`src/rtl/spi_master.sv`:
```
// spi_master: command-driven SPI master for an SPI slave/RAM block.
// Each accepted command becomes one slave-select frame made of an 11-bit
// header, MSB first. A read-data command then idles for RD_WAIT cycles and
// shifts one byte in from miso before the frame closes.
module spi_master #(
    parameter int unsigned RD_WAIT = 2
) (
    input  logic       clk,
    input  logic       rst_n,
    input  logic       cmd_valid,
    output logic       cmd_ready,
    input  logic [1:0] cmd_code,
    input  logic [7:0] cmd_data,
    output logic       rsp_valid,
    output logic [7:0] rsp_data,
    output logic       busy,
    output logic       ss_n,
    output logic       mosi,
    input  logic       miso
);

    if (RD_WAIT < 1 || RD_WAIT > 15) begin : g_bad_rd_wait
        $error("spi_master: RD_WAIT must be within 1..15");
    end

    typedef enum logic [2:0] {
        S_IDLE,
        S_SEND,
        S_WAIT,
        S_RECV,
        S_END
    } state_t;

    // Counter reload values. Each count runs down to zero inside its state,
    // so the 4-bit counter never wraps.
    localparam logic [3:0] SEND_LOAD = 4'd10;
    localparam logic [3:0] WAIT_LOAD = 4'(RD_WAIT - 1);
    localparam logic [3:0] RECV_LOAD = 4'd7;

    state_t      state_q;
    logic [10:0] shift_q;     // header being sent; bit 9 is the next mosi bit
    logic [6:0]  rx_q;        // miso bits collected so far
    logic [3:0]  cnt_q;       // bits or wait cycles left in the current state
    logic        is_rd_q;     // the current frame is a read-data frame
    logic        ss_n_q;
    logic        mosi_q;
    logic        rsp_valid_q;
    logic [7:0]  rsp_data_q;

    // Frame sequencer: one registered FSM that also produces every SPI output.
    // NOTE: state registers use non-blocking assignments so that every branch reads the pre-edge values.
    always_ff @(posedge clk or negedge rst_n) begin
        if (!rst_n) begin
            state_q     <= S_IDLE;
            shift_q     <= '0;
            rx_q        <= '0;
            cnt_q       <= '0;
            is_rd_q     <= 1'b0;
            ss_n_q      <= 1'b1;
            mosi_q      <= 1'b0;
            rsp_valid_q <= 1'b0;
            rsp_data_q  <= '0;
        end else begin
            rsp_valid_q <= 1'b0;
            case (state_q)
                S_IDLE: begin
                    if (cmd_valid) begin
                        // The header is captured here, so later changes on
                        // the command inputs cannot reach the frame.
                        shift_q <= {cmd_code[1], cmd_code, cmd_data};
                        mosi_q  <= cmd_code[1];
                        is_rd_q <= &cmd_code;
                        cnt_q   <= SEND_LOAD;
                        ss_n_q  <= 1'b0;
                        state_q <= S_SEND;
                    end
                end
                S_SEND: begin
                    if (cnt_q == 4'd0) begin
                        mosi_q <= 1'b0;
                        if (is_rd_q) begin
                            cnt_q   <= WAIT_LOAD;
                            state_q <= S_WAIT;
                        end else begin
                            cnt_q   <= 4'd0;
                            ss_n_q  <= 1'b1;
                            state_q <= S_END;
                        end
                    end else begin
                        shift_q <= shift_q << 1;
                        mosi_q  <= shift_q[9];
                        cnt_q   <= cnt_q - 4'd1;
                    end
                end
                S_WAIT: begin
                    if (cnt_q == 4'd0) begin
                        cnt_q   <= RECV_LOAD;
                        state_q <= S_RECV;
                    end else begin
                        cnt_q <= cnt_q - 4'd1;
                    end
                end
                S_RECV: begin
                    rx_q <= {rx_q[5:0], miso};
                    if (cnt_q == 4'd0) begin
                        rsp_data_q  <= {rx_q, miso};
                        rsp_valid_q <= 1'b1;
                        ss_n_q      <= 1'b1;
                        cnt_q       <= 4'd0;
                        state_q     <= S_END;
                    end else begin
                        cnt_q <= cnt_q - 4'd1;
                    end
                end
                S_END: begin
                    // One cycle with ss_n high guarantees a gap between frames.
                    state_q <= S_IDLE;
                end
                default: begin
                    state_q <= S_IDLE;
                end
            endcase
        end
    end

    assign cmd_ready = (state_q == S_IDLE);
    assign busy      = ~cmd_ready;
    assign ss_n      = ss_n_q;
    assign mosi      = mosi_q;
    assign rsp_valid = rsp_valid_q;
    assign rsp_data  = rsp_data_q;

endmodule
```
`config.mk`:
```
export PLATFORM = sky130hd
export DESIGN_NAME = spi_master
export DESIGN_NICKNAME = d
export VERILOG_FILES = /design/src/rtl/spi_master.sv
export SDC_FILE = /design/constraint.sdc
export NUM_CORES = 1
export LEC_CHECK = 0
export CAP_MARGIN = 20
export CORE_ASPECT_RATIO = 0.5
export CORE_MARGIN = 2
export CORE_UTILIZATION = 30
export DETAILED_ROUTE_END_ITERATION = 10
export GPL_TIMING_DRIVEN = 0
export MAX_ROUTING_LAYER = met4
export SYNTH_ARGS = -nofsm -noshare
export SYNTH_HDL_FRONTEND = slang
export SYNTH_SLANG_ARGS = --single-unit
```
`constraint.sdc`:
```
create_clock -name clk -period 5.45 [get_ports clk]
set_input_delay 0.545 -clock clk [delete_from_list [all_inputs] [get_ports clk]]
set_output_delay 0.545 -clock clk [all_outputs]
set_load 0.01 [all_outputs]
```
# Word-level counts from Yosys, hierarchy flattened
# Index checks and enable logic that the tools add are counted.
[totals]
reg_bits = 36
n_memories = 0
latchBits = 0
inputBits = 14
output_inout_bits = 13
romBits = 0
ram_bits = 0
word_cells = 58
[classes]
bitwise = 1
shift = 0
div_mod_pow = 0
n_addsub = 1
reduce_logical = 13
muxes = 25
multipliers = 0
n_eq_ne = 9
order_cmp = 0
[op_table]
columns = ["operator", "n"]
rows = [
  ["2-to-1 mux 10 bit", 2],
  ["case mux 10 bit (2 select lines)", 1],
  ["2-to-1 mux 4 bit", 4],
  ["case mux 4 bit (4 select lines)", 1],
  ["2-to-1 mux 3 bit", 5],
  ["!= test 2 bit (second input constant)", 6],
  ["case mux 3 bit (4 select lines)", 1],
  ["AND reduction 2 bit", 5],
  ["2-to-1 mux 1 bit", 9],
  ["== test 3 x 2 -> 1 bit (second input constant)", 2],
  ["AND reduction 5 bit", 1],
  ["zero test 4 bit", 1],
  ["AND reduction 4 bit", 1],
  ["nonzero test 4 bit", 1],
  ["subtractor 4 x 1 -> 4 bit (second input constant)", 1],
  ["== test 3 x 1 -> 1 bit (second input constant)", 1],
  ["zero test 3 bit", 1],
  ["case mux 1 bit (3 select lines)", 1],
  ["AND reduction 3 bit", 1],
  ["nonzero test 3 bit", 1],
  ["case mux 1 bit (2 select lines)", 1],
  ["nonzero test 2 bit", 1],
  ["NOT 1 bit", 1],
]

# Logic depth before layout (Yosys ltp)
# Gate-level depths: netlist of the first run.
[depth]
word_depth = 3
ltp_mapped = 6

# Least setup slack after synthesis of the first run
# OpenSTA, ideal clock, no wires.
[synth_path]
kind = "flip-flop to flip-flop"
from = "register cnt_q[0]"
to = "register cnt_q[0]"
setup_time_ns = 0.122
period_less_slack_ns = 1.797
slack_ns = 3.653
t_required_ns = 5.328
stages_incl_launch_ff = 7
arrival_ns = 1.676
path_cell_list = "dfrtp_1 inv_1 ha_1 or3b_1 buf_6 or3_1 a32o_1"
[synth_between]
elab_chain_len = 3
elab_cells_between_ends = 6
cone_classes = "add/sub (1); mux (4); reduce/logical (1)"
[synth_lines]
columns = ["element", "line_no", "source"]
rows = [
  ["from (decl)", "43", "logic [3:0] cnt_q;"],
  ["from (signal assigned)", "92", "cnt_q <= cnt_q - 4'd1;"],
  ["from (signal assigned)", "100", "cnt_q <= cnt_q - 4'd1;"],
  ["from (signal assigned)", "112", "cnt_q <= cnt_q - 4'd1;"],
  ["subtractor 4 x 1 -> 4 bit or zero test 4 bit (tied branches)", "n/a", ""],
  ["2-to-1 mux 4 bit (on tied branches)", "105, 79, 96", ""],
  ["case mux 4 bit (4 select lines) *", "65", "case (state_q)"],
]
# Mark *: on every way between the ends. The rest lies on a longest branch, timed or not.
# A chain may end at the register's enable or synchronous reset.

# Final worst setup path of the first run
[layout_path]
from = "register state_q[0]"
to = "output port cmd_ready"
[layout_between]
elab_chain_len = 1
[layout_lines]
columns = ["element", "line_no", "source"]
rows = [
  ["from (decl)", "40", "state_t state_q;"],
  ["from (signal assigned)", "54", "state_q <= S_IDLE;"],
  ["from (signal assigned)", "75", "state_q <= S_SEND;"],
  ["from (signal assigned)", "83", "state_q <= S_WAIT;"],
  ["zero test 3 bit", "126", "assign cmd_ready = (state_q == S_IDLE);"],
  ["to (decl)", "11", "output logic cmd_ready,"],
]
# No other way between the ends.

==> metrics.txt, run 1 <==
Req. time, crit path=4.91 ns; Ports=27; DR iter-0 viols=39; most common cell after layout, fill and taps aside=dfrtp_1; max_cap viols=0; Relative slew margins=44.9%; leading area contributor after synthesis=dfrtp_1; Placed Cells=230; Post-Syn Area=0.00164 mm²; largest net degree at the start of global routing=37; Area Overhead vs Synth=27.7%; NumNets Final=183; Seq/Total Area, Yosys=55.0%; Synth top area share=53.4%; clk slew on worst S/H paths=0.07 ns; Setup violations, final=0; WL/cell=13.6 µm; CTS Root Cell=clkbuf_8; crit path max fanout=10; die height=56.3 µm; first-pass GRT wire length=5660 µm; Area contributors post-synth=dfrtp_1, mux2_2, o32a_1; area of the core=0.00509 mm²; commonest non-fill, non-tap cells in the layout=dfrtp_1, clkdlybuf4s50_1, mux2_2, o21a_1; Net Count, Synth=150; Worst Max-Slew Pin Slew=0.826 ns; top_reg_cell synth=dfrtp_1; Power Density=542 mW/mm²; vias in the first global route=1156; Synth async-reset ratio=100%; Syn Area/Cell=12.2 µm²; Crit Path Class=reg2out; antenna violations before repair=0; Slew Viols, Final=0; reg-to-reg slack, setup=3.44 ns; GPL Wtd Cong=0.804; final wirelength=3230 µm; Hold Path Class=in2async; drt pass-1 iters=4; # fillers=510; Initial Util=32.2%; RR Endpoint=cnt_q[1]; Post-Synthesis Cells=134; post_cts resized=0; TritonCTS clock tree=yes; Worst-Skew Late Latency=0.29 ns; layout cells sized above 1=20.8%; via count=1196; RR Startpoint=cnt_q[0]; Die ar.=0.00611 mm²; PortBufs=26; crit path capture type=output port; Tmin final=2.34 ns; setup_tns=0 ns; achievable clock frequency=0.428 GHz; status=complete, no violations; worst path arrival time=1.79 ns; GRT Overall Usage=12.4%; Final HPWL DP=2240 µm; die width=109 µm; CTS buffer count=5; final hold vios=0; drt drc=0; hold_buf cts=0; clk buf depth=2; clk sink count=36; Routed Antenna Nets=0; Rows=18; Finished Layout Cells=238; Post-synth EDFFs=0; Synth Warn #=0; R2R depth=6; part of the cycle the worst path needs=42.9%; Worst Skew=0.00404 ns; total gr overflow=0; crit path launch type=register; RSZ-0062 raised after global routing=false; post-CTS setup buffer count=0; maximum level of the CTS H-tree=2; Leak Pwr=0.908 nW; ANT cells=0; flops & latches, synth=36; vias per inst=5.03; VDD IR max=0.148 mV; number of distinct library cells after synthesis=39
-- cell type report --
| cell class | count | area, µm² | area share (%) |
|---|---|---|---|
| Inverter | 7 | 26.3 | 1.25 |
| Multi-Input combinational cell | 84 | 673 | 32.1 |
| Sequential cell | 36 | 902 | 43.1 |
| Tap cell | 70 | 87.6 | 4.18 |
| Timing Repair Buffer | 26 | 255 | 12.2 |
| Clock buffer | 5 | 68.8 | 3.29 |
| Buffer | 7 | 38.8 | 1.85 |
| Clock inverter | 3 | 42.5 | 2.03 |
-- worst max path at each step --
stage / startpoint / endpoint / slack, ns
final: state_q[0] / cmd_ready / 3.11
after detailed placement: cmd_valid / shift_q[4] / 3.10
after global placement: rst_n / cnt_q[2] / 3.02
after floorplan: cnt_q[0] / cnt_q[0] / 3.65
after CTS: state_q[0] / cmd_ready / 3.09
after global routing: state_q[0] / cmd_ready / 2.99
-- metrics by stage --
stage | total power, mW | hold WS (ns) | instance area (µm²) | worst slack, ns | util [%]
final | 1.14 | 0.355 | 2090 | 3.11 | 41.2
after global routing | 1.23 | 0.420 | 2090 | 2.99 | 41.2
after CTS | 1.15 | 0.369 | 2090 | 3.09 | 41.2
after detailed placement | 0.911 | 0.450 | 1980 | 3.10 | 39.0
after global placement | 0.898 | 0.451 | 1990 | 3.02 | 39.1
after floorplan | 0.770 | 0.249 | 1640 | 3.65 | -
-- synthesized netlist by cell type (3+ instances only) --
cell type,count
o21ai_0,4
inv_1,7
nor2_1,3
buf_2,4
nand2_1,4
nor3_1,3
o32a_1,7
nand3_1,3
mux2_2,15
o21a_1,9
a21oi_1,3
dfrtp_1,35
or3_1,3
-- where the power goes --
group	internal, mW	leakage (nW)	switching, mW
Sequential	0.377	0.451	0.0657
Clock	0.135	0.0541	0.0974
Combinational	0.257	0.403	0.204
-- kinds of logic after synthesis --
kind of cell / Yosys count / synth area share, %
AO/OA/AOI/OAI: 36 / 17.4
buffers and inverters: 14 / 3.97
AND/OR/NAND/NOR: 30 / 11.2
multiplexers: 16 / 10.9
adder cells (fa/ha/maj): 2 / 1.53
flip-flops: 36 / 55.0
-- critical path, cell delays in order, from the launching register on --
cell             delay, ns
dfrtp_1               0.41
clkbuf_1              0.24
nor3_1                0.27
clkdlybuf4s50_1       0.58
-- state kept, by name, summed over array words and instances, names as in the netlist --
name and count:
shift_q 10, rsp_data 8, rx_q 7, cnt_q 4, state_q 3, is_rd_q 1, mosi 1, rsp_valid 1
ss_n 1
-- per-layer routing --
layer / global-route usage [%] / wire (µm)
met5: - / 0
met4: 2.75 / 15
met3: 4.65 / 106
met2: 18.9 / 1550
met1: 15.9 / 1570
Note: power is estimated with default switching activity, not from simulation.
==> run 2: changes to the inputs <==
==> constraint.sdc (replaced) <==
create_clock -name clk -period 2.3 [get_ports clk]
set_input_delay 0.23 -clock clk [delete_from_list [all_inputs] [get_ports clk]]
set_output_delay 0.23 -clock clk [all_outputs]
set_load 0.01 [all_outputs]
==> results of run 2 <==
Same layout as run 1 (identical final DEF). Status: complete, no violations.
Among the figures that moved: setup slack after placement 3.10 ns -> 0.269 ns; setup slack after layout 3.11 ns -> 0.277 ns; hold slack 0.355 ns -> 0.0398 ns; register-to-register setup slack 3.44 ns -> 0.29 ns; total power 1.14 mW -> 2.69 mW; worst IR drop on VDD 0.148 mV -> 0.350 mV
==> run 3: changes to the inputs <==
==> constraint.sdc (replaced) <==
create_clock -name clk -period 2.3 [get_ports clk]
set_input_delay 0.23 -clock clk [delete_from_list [all_inputs] [get_ports clk]]
set_output_delay 0.23 -clock clk [all_outputs]
set_load 0.05 [all_outputs]
==> run 3 against run 2 <==
  * Via count fell by 1.4%
  * Worst hold slack got worse by 0.018 ns
  * Critical path depth did not move
==> metrics.txt, run 3 (synthesized netlist as in run 1, its figures left out) <==
Area Overhead vs Synth=26.7% (was 27.7%); RR Startpoint=cnt_q[0] (unchanged); final hold vios=0 (unchanged); setup_tns=0 ns (unchanged); register area=902 µm² (unchanged); Logic pwr share=45.9% (was 40.6%); Most flops, register=shift_q (unchanged); Die ar.=0.00611 mm² (unchanged); part of the power in registers=37.8% (was 38.9%); antenna violations before repair=0 (unchanged); layout cells sized above 1=22.6% (was 20.8%); Worst Skew=0.00480 ns (was 0.00404 ns); TritonCTS clock tree=yes (unchanged); number of flip-flops in the largest register=10 (unchanged); Sw Ratio=38.4% (was 32.3%); clk buf depth=2 (unchanged); ANT cells=0 (unchanged); WL/cell=14.0 µm (was 13.6 µm); Final HPWL DP=2270 µm (was 2240 µm); Worst Max-Slew Pin Slew=0.794 ns (was 0.826 ns); drt pass-1 iters=4 (unchanged); drt drc=0 (unchanged); Ports=27 (unchanged); maximum level of the CTS H-tree=2 (unchanged); die width=109 µm (unchanged); crit path max fanout=10 (unchanged); status=complete, no violations (unchanged); final wirelength=3330 µm (was 3230 µm); GPL Wtd Cong=0.784 (was 0.804); largest net degree at the start of global routing=37 (unchanged); commonest non-fill, non-tap cells in the layout=dfrtp_1, clkdlybuf4s50_1, mux2_2, o21a_1 (unchanged); Multi-input gate area=678 µm² (was 673 µm²); Power Density=1340 mW/mm² (was 1290 mW/mm²); total gr overflow=0 (unchanged); internal power=1.71 mW (was 1.82 mW); CTS Root Cell=clkbuf_8 (unchanged); Critical Path Source=state_q[0] (unchanged); Tmin final=2.20 ns (was 2.02 ns); max_cap viols=0 (unchanged); clk slew on worst S/H paths=0.08 ns (was 0.07 ns); Worst-Skew Late Latency=0.29 ns (about the same); Relative slew margins=47.1% (was 44.9%); Routed Antenna Nets=0 (unchanged); clk sink count=36 (unchanged); DP Worst Slack=0.277 ns (was 0.269 ns); Initial Util=32.2% (unchanged); Hold Path Class=in2async (unchanged); most common cell after layout, fill and taps aside=dfrtp_1 (unchanged); via count=1179 (was 1196); # fillers=493 (was 510); Crit Path Class=reg2out (unchanged); Rows=18 (unchanged); area of the core=0.00509 mm² (unchanged); crit path launch type=register (unchanged); PortBufs=26 (unchanged); Leak Pwr=0.909 nW (was 0.908 nW); crit path capture type=output port (unchanged); achievable clock frequency=0.455 GHz (was 0.494 GHz); Slew Viols, Final=0 (unchanged); GRT Overall Usage=12.7% (was 12.4%); Clk pwr share=16.3% (was 20.5%); R2R depth=6 (unchanged); part of the cycle the worst path needs=95.5% (was 87.9%); worst path arrival time=1.97 ns (was 1.79 ns); vias per inst=4.95 (was 5.03); first-pass GRT wire length=5750 µm (was 5660 µm); Setup violations, final=0 (unchanged); die height=56.3 µm (unchanged); post-layout worst setup margin=0.105 ns (was 0.277 ns); Req. time, crit path=2.07 ns (about the same); hold_buf cts=0 (unchanged); RSZ-0062 raised after global routing=false (unchanged); VDD IR max=0.514 mV (was 0.350 mV); NumNets Final=183 (unchanged); CTS buffer count=5 (unchanged); DR iter-0 viols=66 (was 39); vias in the first global route=1150 (was 1156); net switching power figure=1.07 mW (was 0.869 mW)
==> run 3: layout make-up <==
| type | instances | area share (%) |
|---|---|---|
| well taps | 70 | 4.21 |
| inverters | 7 | 1.26 |
| repair buffers | 26 | 12.3 |
| clock buffers | 5 | 3.31 |
| plain buffers | 7 | 1.99 |
| multi-input cells | 84 | 32.6 |
| clock inverters | 3 | 0.903 |
| flip-flops and latches | 36 | 43.4 |
==> run 3: repair_timing <==
item	CTS	global route
setup buffers	0	0
endpoints found under the setup margin	0	2
gates resized for setup	0	4
==> run 3: path summary, 6_finish.rpt <==
| kind | to | slack (ns) |
|---|---|---|
| max in group asynchronous | cnt_q[1] | 1.78 |
| max reg2reg | cnt_q[1] | 0.30 |
| max | cmd_ready | 0.10 |
| min in group clk | is_rd_q | 0.47 |
| min reg2reg | is_rd_q | 0.47 |
| min | rx_q[0] | 0.02 |
==> run 3: power by group through the flow <==
stage,registers [mW],logic [mW],clock network [mW]
6_report,1.05,1.28,0.453
5_1_grt,1.09,1.40,0.502
4_1_cts,1.06,1.28,0.461
3_5_place_dp,1.07,1.28,0
3_3_place_gp,1.06,1.25,0
2_1_floorplan,1.19,0.819,0
==> run 3: metal layers <==
metal	GRT usage [%]	routed length, µm	vias up
li1	-	-	566
met4	4.95	22	0
met3	3.48	131	4
met5	-	0	-
met2	17.7	1460	25
met1	17.5	1720	584
==> run 3: critical path, cell delays in order (launching register included) <==
cell	delay (ns)
dfrtp_1	0.42
clkbuf_2	0.22
nor3_2	0.20
clkdlybuf4s50_1	0.83
==> run 3: metrics by stage <==
step / util, % / area [µm²] / power, mW / hold slack, ns / std cells
6_report: 40.8 / 2080 / 2.78 / 0.0218 / 238
4_1_cts: 40.8 / 2080 / 2.80 / 0.0551 / 238
3_5_place_dp: 39.1 / 1990 / 2.35 / 0.367 / 230
2_1_floorplan: - / 1650 / 2.01 / -0.0656 / 134
3_3_place_gp: 39.2 / 1990 / 2.31 / 0.451 / 230
5_1_grt: 40.8 / 2080 / 2.99 / 0.0887 / 238
